==> src/rtl/redirect_ctrl.sv <==
`default_nettype none
// ============================================================================
// Module      : redirect_ctrl
// Description : Arbitrates write/execute stage redirects, presents them to
//               fetch with a valid/ready handshake, pulses pipeline flushes,
//               tracks in-flight fetch requests and drops stale responses.
//               Optional macro REDIRECT_STATS_EN adds an accepted-redirect
//               counter on redirect_cnt (constant 0 when undefined).
// Revision    : 1.0 - initial release
// ============================================================================
module redirect_ctrl #(
    parameter int MAX_INFLIGHT = 4
) (
    input  logic        clk,
    input  logic        resetn,
    input  logic        wr_jmp_en,
    input  logic [31:0] wr_jmp_pc,
    input  logic        ex_jmp_en,
    input  logic [31:0] ex_jmp_pc,
    output logic        redir_valid,
    output logic [31:0] redir_pc,
    input  logic        redir_ready,
    input  logic        fetch_req_fire,
    input  logic        fetch_resp_fire,
    output logic        fetch_hold,
    output logic        discard_resp,
    output logic        flush_if,
    output logic        flush_id,
    output logic        flush_ex,
    output logic [31:0] redirect_cnt
);

    localparam int CNT_W = $clog2(MAX_INFLIGHT + 1);
    localparam logic [CNT_W-1:0] C_MAX = CNT_W'(MAX_INFLIGHT);
    localparam logic [CNT_W-1:0] C_ONE = CNT_W'(1);

    typedef enum logic [1:0] {
        IDLE  = 2'd0,
        HOLD  = 2'd1,
        DRAIN = 2'd2
    } state_t;

    state_t           state_q, state_d;
    logic             redir_valid_q, redir_valid_d;
    logic [31:0]      redir_pc_q, redir_pc_d;
    logic             flush_if_q, flush_if_d;
    logic             flush_id_q, flush_id_d;
    logic             flush_ex_q, flush_ex_d;
    logic [CNT_W-1:0] inflight_q, inflight_d;
    logic [CNT_W-1:0] discard_q, discard_d;

    logic             handshake;
    logic             new_req;
    logic [31:0]      new_pc;
    logic [CNT_W-1:0] discard_load;

    assign handshake    = redir_valid_q && redir_ready;
    assign new_req      = wr_jmp_en || ex_jmp_en;
    // The write stage always wins; a simultaneous execute request is dropped.
    assign new_pc       = wr_jmp_en ? wr_jmp_pc : ex_jmp_pc;
    // A response arriving on the handshake cycle is already counted out of
    // inflight, so it must not be counted again as stale.
    assign discard_load = (fetch_resp_fire && (inflight_q != '0)) ? (inflight_q - C_ONE) : inflight_q;

    assign discard_resp = fetch_resp_fire && (discard_q != '0);
    assign fetch_hold   = (state_q != IDLE);
    assign redir_valid  = redir_valid_q;
    assign redir_pc     = redir_pc_q;
    assign flush_if     = flush_if_q;
    assign flush_id     = flush_id_q;
    assign flush_ex     = flush_ex_q;

    // Saturating count of outstanding fetch requests.
    always_comb begin
        inflight_d = inflight_q;
        if (fetch_req_fire && !fetch_resp_fire && (inflight_q != C_MAX)) begin
            inflight_d = inflight_q + C_ONE;
        end else if (fetch_resp_fire && !fetch_req_fire && (inflight_q != '0)) begin
            inflight_d = inflight_q - C_ONE;
        end
    end

    // Next-state, redirect payload, flush pulses and discard counter.
    always_comb begin
        state_d       = state_q;
        redir_valid_d = redir_valid_q;
        redir_pc_d    = redir_pc_q;
        flush_if_d    = 1'b0;
        flush_id_d    = 1'b0;
        flush_ex_d    = 1'b0;
        discard_d     = discard_resp ? (discard_q - C_ONE) : discard_q;
        case (state_q)
            IDLE: begin
                if (new_req) begin
                    state_d       = HOLD;
                    redir_valid_d = 1'b1;
                    redir_pc_d    = new_pc;
                    flush_if_d    = 1'b1;
                    flush_id_d    = 1'b1;
                    flush_ex_d    = wr_jmp_en;
                end
            end
            HOLD: begin
                if (handshake) begin
                    redir_valid_d = 1'b0;
                    discard_d     = discard_load;
                    state_d       = (discard_load != '0) ? DRAIN : IDLE;
                    // A write-stage redirect on the handshake cycle is
                    // presented immediately as a fresh redirect.
                    if (wr_jmp_en) begin
                        state_d       = HOLD;
                        redir_valid_d = 1'b1;
                        redir_pc_d    = wr_jmp_pc;
                        flush_if_d    = 1'b1;
                        flush_id_d    = 1'b1;
                        flush_ex_d    = 1'b1;
                    end
                end else if (wr_jmp_en) begin
                    // Execute-stage requests are younger than the pending
                    // redirect and are ignored; write-stage ones replace it.
                    redir_pc_d = wr_jmp_pc;
                    flush_if_d = 1'b1;
                    flush_id_d = 1'b1;
                    flush_ex_d = 1'b1;
                end
            end
            DRAIN: begin
                if (new_req) begin
                    state_d       = HOLD;
                    redir_valid_d = 1'b1;
                    redir_pc_d    = new_pc;
                    flush_if_d    = 1'b1;
                    flush_id_d    = 1'b1;
                    flush_ex_d    = wr_jmp_en;
                end else if (discard_d == '0) begin
                    state_d = IDLE;
                end
            end
            default: begin
                state_d = IDLE;
            end
        endcase
    end

    // State and datapath registers with synchronous active-low reset.
    always_ff @(posedge clk) begin
        if (!resetn) begin
            state_q       <= IDLE;
            redir_valid_q <= 1'b0;
            redir_pc_q    <= 32'd0;
            flush_if_q    <= 1'b0;
            flush_id_q    <= 1'b0;
            flush_ex_q    <= 1'b0;
            inflight_q    <= '0;
            discard_q     <= '0;
        end else begin
            state_q       <= state_d;
            redir_valid_q <= redir_valid_d;
            redir_pc_q    <= redir_pc_d;
            flush_if_q    <= flush_if_d;
            flush_id_q    <= flush_id_d;
            flush_ex_q    <= flush_ex_d;
            inflight_q    <= inflight_d;
            discard_q     <= discard_d;
        end
    end

`ifdef REDIRECT_STATS_EN
    logic [31:0] redirect_cnt_q;

    // Count accepted redirects, wrapping naturally at 2^32.
    always_ff @(posedge clk) begin
        if (!resetn) begin
            redirect_cnt_q <= 32'd0;
        end else if (handshake) begin
            redirect_cnt_q <= redirect_cnt_q + 32'd1;
        end
    end

    assign redirect_cnt = redirect_cnt_q;
`else
    assign redirect_cnt = 32'd0;
`endif

endmodule
`default_nettype wire

==> config.mk <==
export PLATFORM = sky130hd
export DESIGN_NAME = redirect_ctrl
export DESIGN_NICKNAME = d
export VERILOG_FILES = /design/src/rtl/redirect_ctrl.sv
export SDC_FILE = /design/constraint.sdc
export NUM_CORES = 1
export LEC_CHECK = 0
export CORE_ASPECT_RATIO = 2
export CORE_MARGIN = 3
export CORE_UTILIZATION = 31
export CTS_CLUSTER_SIZE = 25
export DETAILED_ROUTE_END_ITERATION = 10
export PLACE_DENSITY = 0.64
export SLEW_MARGIN = 5
export SYNTH_ARGS = -nofsm -noshare
export SYNTH_HDL_FRONTEND = slang
export SYNTH_SLANG_ARGS = --single-unit
==> constraint.sdc <==
create_clock -name clk -period 2.7 [get_ports clk]
set_input_delay 0.405 -clock clk [delete_from_list [all_inputs] [get_ports clk]]
set_output_delay 0.405 -clock clk [all_outputs]
set_load 0.02 [all_outputs]
# == Word level (Yosys, flattened, before mapping) ==
# Index checks and enable logic that the tools add are counted.
# word_totals
reg_bits,43
latchBits,0
ram_bits,0
romBits,0
in_bits,71
out_inout_bits,70
elab_cells,65
memories,0
# op_classes
n_addsub,3
n_mul,0
div,0
n_lt_le_gt_ge,0
eq_ne,8
shift,0
muxes,25
bitwise,0
n_reduce_logical,22
# op_table
op,count
32-bit 2-to-1 mux,3
32-bit one-hot mux with 2 select lines,1
3-bit 2-to-1 mux,6
2-bit 2-to-1 mux,6
3-bit AND reduction,3
3-bit nonzero test,3
1-bit logical AND,7
"2-bit != test, second input constant",3
"3-bit != test, second input constant",2
1-bit one-hot mux with 2 select lines,3
2-bit one-hot mux with 3 select lines,1
2-bit nonzero test,3
"3-bit by 1-bit subtractor with 3-bit output, second input constant",2
1-bit 2-to-1 mux,5
"3-bit by 1-bit adder with 3-bit output, second input constant",1
3-bit zero test,1
"2-bit by 1-bit equality test with 1-bit output, second input constant",1
"2-bit equality test, second input constant",1
1-bit zero test,2
2-bit zero test,1
"2-bit by 1-bit != test with 1-bit output, second input constant",1
2-bit OR reduction,1
1-bit logical OR,1

# == Longest topological paths before layout ==
# depth
ltp_word,8
ltp_mapped,8
mapped_depth_nobuf,8

# == Least setup slack after synthesis ==
# OpenSTA, ideal clock, no wires.
# synth_timing
kind,reg2reg
from,register discard_q[0]
to,register state_q[0]
setup_time_ns,0.122
arrival_time_ns,1.709
required_ns,2.578
setup_slack_ns,0.869
path_stages_with_launch,9
n_path_buf,0
period_less_slack_ns,1.831
cell_sequence,dfxtp_1 > inv_1 > ha_1 > ha_1 > nand2b_1 > inv_1 > mux2i_1 > nor2_1 > o311a_1
# synth_between
elab_chain_cells,6
word_cells_on_any_way,7
cone_classes,add/sub (1); eq/ne (1); mux (1); reduce/logical (4)
# synth_rtl
element,line,rtl
"start, declared",50,"logic [CNT_W-1:0] discard_q, discard_d;"
"start signal, assigned",164,discard_q <= discard_d;
3-bit nonzero test,65,assign discard_resp = fetch_resp_fire && (discard_q != '0);
1-bit logical AND,65,
via discard_resp,26,"output logic discard_resp,"
3-bit 2-to-1 mux,91,discard_d = discard_resp ? (discard_q - C_ONE) : discard_q;
3-bit zero test,135,end else if (discard_d == '0) begin
3-bit != test (no line),--,
3-bit AND reduction (no line),--,
"end signal, assigned",157,state_q <= state_d;
"end, declared",43,"state_t state_q, state_d;"
# The timed path passes the listed nets, and every way through them passes these cells.
# A chain may end at the register's enable or synchronous reset.

# == Worst setup path in the final report ==
# layout_timing
from,register discard_q[0]
to,output discard_resp
# layout_between
elab_chain_cells,2
# layout_rtl
element,line
3-bit nonzero test,65
1-bit logical AND,65
"end, declared",26
# No other way between the ends.

==> metrics <==
mux share of post-synthesis cell area 0.798%; area added between synthesis and finish 48.2%; pin count of the biggest net entering global routing 36; HPWL Detailed 5580 um; cts hold-fix bufs 0; antenna violations before repair 0; register share of total power 33.5%; XOR/XNOR Fraction of Synth Area 1.05%; input/output buffers 108; crit share post-route 91.0%; Total Routing Usage GR 15.7%; RSZ-0062 raised after global routing false; LEAKAGE 1.74 nW; post-synthesis sequential area ratio 34.3%; Fin Hold WS 498 ps; fmax 407 MHz; Critical Path Source Type register; DRT Pass-1 Iters 4; CTS tree yes; worst endpoint required time 2300 ps; PD cells 648 nW/um2; clk buf depth 2; Synth Register Bits 43; DRC 0; first-pass GRT wire length 11700 um; slew margin rel. 56.5%; crit path DAT 2050 ps; combinational share of power 36.9%; CP cell instances inv_1 > ha_1 > ha_1 > nand2b_1 > inv_1 > clkdlybuf4s50_1; Worst Hold Class reg -> reg; R2R cell count 8; CTS H-tree lvls 2; Max Cap Violations 0; adder-cell share of the synthesized area 2.49%; complex-gate fraction of the synthesized area 26.9%; net switching power 788 uW; ANT cells 0; vias in the first global route 2366; Setup WS pre-CTS 406 ps; slowest CP cell clkdlybuf4s50_1; worst setup path category reg -> out; critical path capture point type output pin; NumNets Final 485; Internal Power 1.62 mW; mapped cell area 2510 um2; Iteration-0 DRC Markers 103; post-synthesis cell type count 38; largest family of logic cells by synthesized area compound AO/OA/AOI/OAI gates; setup bufs post-CTS 0; final-report hold violation count 0; Sum Neg Setup Slack 0 ps; Routed WL per cell 14.8 um; io pins 141; cell count after synthesis 314; Worst-Margin Slew 652 ps; final WL 7470 um; Placeable Area 7710 um2; Worst Hold Depth 1; Tmin final 2460 ps; Mapped Avg Cell Area 7.99 um2; Die Y-Extent 133 um; fin. max-slew vios 0; Synth Area in Simple Gates 18.3%; power share of the clock group 29.6%; Final Worst Setup Slack 242 ps; Die ar. 9280 um2; crit path max fanout 5; YS warnings 0; final setup fails 0; vias per inst 4.93; status completed; later-pin clock latency in the skew report 290 ps; clk_skew 2.60 ps; Routed Antenna Nets 0; VDD IR-drop max 0.531 mV; Crit path largest cell delay 620 ps; Clock transition at path regs 60 ps; Rows 45; sw frac 32.7%; Vias 2485; clock sinks 43; CTS root buffer clkbuf_16; GRT Residual Overflow 0; share of layout cells above drive strength 1 4.63%; initial core utilization 32.5%; post-cts resize count 0; Die Width 69.6 um; GPL Wtd Cong 0.799; total CTS buffers 5
-- worst max-delay path: cells and delay by family, from the launching register on --
family,cells,cell delay [ps]
fa+ha+maj,2,350
buf+inv,3,830
flops,1,380
simple gates,1,200
-- through the flow --
stage / total power [mW] / std cells / util (%) / area (um2)
2_1_floorplan: 1.38 / 345 / - / 2630
3_3_place_gp: 1.70 / 496 / 46.0 / 3540
3_5_place_dp: 1.72 / 496 / 46.0 / 3540
4_1_cts: 2.45 / 504 / 48.2 / 3720
5_1_grt: 2.56 / 504 / 48.2 / 3720
6_report: 2.41 / 504 / 48.2 / 3720
-- cell usage in the layout (no fill, tap or decap), types with 2 or more instances in the layout --
cell	synthesis	routed
nand3_1	35	35
nand2_1	44	44
o311a_1	2	2
buf_4	34	9
dfxtp_1	43	43
nand2b_1	2	2
inv_1	10	10
a21oi_1	9	9
o211a_1	35	35
conb_1	1	32
o31ai_1	2	2
o21ai_0	33	33
nor2_1	7	6
o211ai_1	3	3
mux2i_1	2	2
xnor2_1	2	2
ha_1	5	5
clkdlybuf4s50_1	0	108
clkbuf_16	0	5
-- area by class of cell --
cell class                 instances  area (um2)
fill                             766        4000
sequential                        43         861
clock buffer                       6         139
tap                               94         118
multi-input combinational        232        1380
inverter                          10        37.5
clock inverter                     2        35.0
timing repair buffer             117        1150
-- power by group through the flow --
stage	Sequential [mW]	Clock [mW]	Combinational, mW
after detailed placement	0.820	0	0.898
final	0.806	0.713	0.890
after global placement	0.816	0	0.882
after floorplan	0.883	0	0.501
after global routing	0.821	0.758	0.981
after CTS	0.807	0.739	0.902
-- synth_stat cells, drive strengths merged --
cell type  count  area, um2
nand2         44        165
buf           43        300
dfxtp         43        861
nand3         35        175
o211a         35        350
o21ai         33        165
clkbuf        17       63.8
inv           10       37.5
a21oi          9       45.0
nor2           7       26.3
ha             5       62.6
o211ai         3       22.5
mux2i          2       20.0
nand2b         2       12.5
o311a          2       20.0
o31ai          2       15.0
xnor2          2       17.5
a211oi         1       7.51
a31oi          1       6.26
a32oi          1       8.76
and2           1       6.26
and3           1       6.26
and3b          1       8.76
conb           1       3.75
nand4          1       6.26
nand4b         1       8.76
nor2b          1       6.26
nor3           1       5.00
nor4           1       6.26
nor4bb         1       10.0
o221a          1       11.3
o221ai         1       8.76
o22ai          1       6.26
o32ai          1       8.76
or3            1       6.26
or4b           1       10.0
xor2           1       8.76
-- per-layer routing --
metal / share of wire, % / vias to the layer above / GRT usage (%) / routed length, um
li1: - / 1238 / - / -
met3: 5.3 / 14 / 3.10 / 399
met4: 3.2 / 0 / 7.36 / 240
met5: 0 / - / 0 / 0
met2: 57 / 93 / 30.3 / 4230
met1: 35 / 1140 / 15.7 / 2610
-- registers in the layout, indices dropped and copies added, names as in the netlist --
name and count:
state_q 2, redir_pc 32, inflight_q 3, flush_id 1, flush_ex 1, redir_valid 1
discard_q 3
-- worst paths after layout --
check / slack [ps] / end / start
worst max register to register: 780 / state_q[0] / discard_q[0]
worst min-delay path: 500 / redir_pc[17] / redir_pc[17]
worst min register to register: 500 / redir_pc[17] / redir_pc[17]
worst max-delay path: 240 / discard_resp / discard_q[0]
-- logic make-up (layout without fill, tap and decap cells) --
kind of cell	Yosys count	in the layout
compound gates	91	91
buf+inv	70	135
mux	2	2
simple gates	99	99
flops	43	43
xor+xnor	3	3
fa+ha+maj	5	5
other cells	1	32
(Power assumes the default switching activity.)
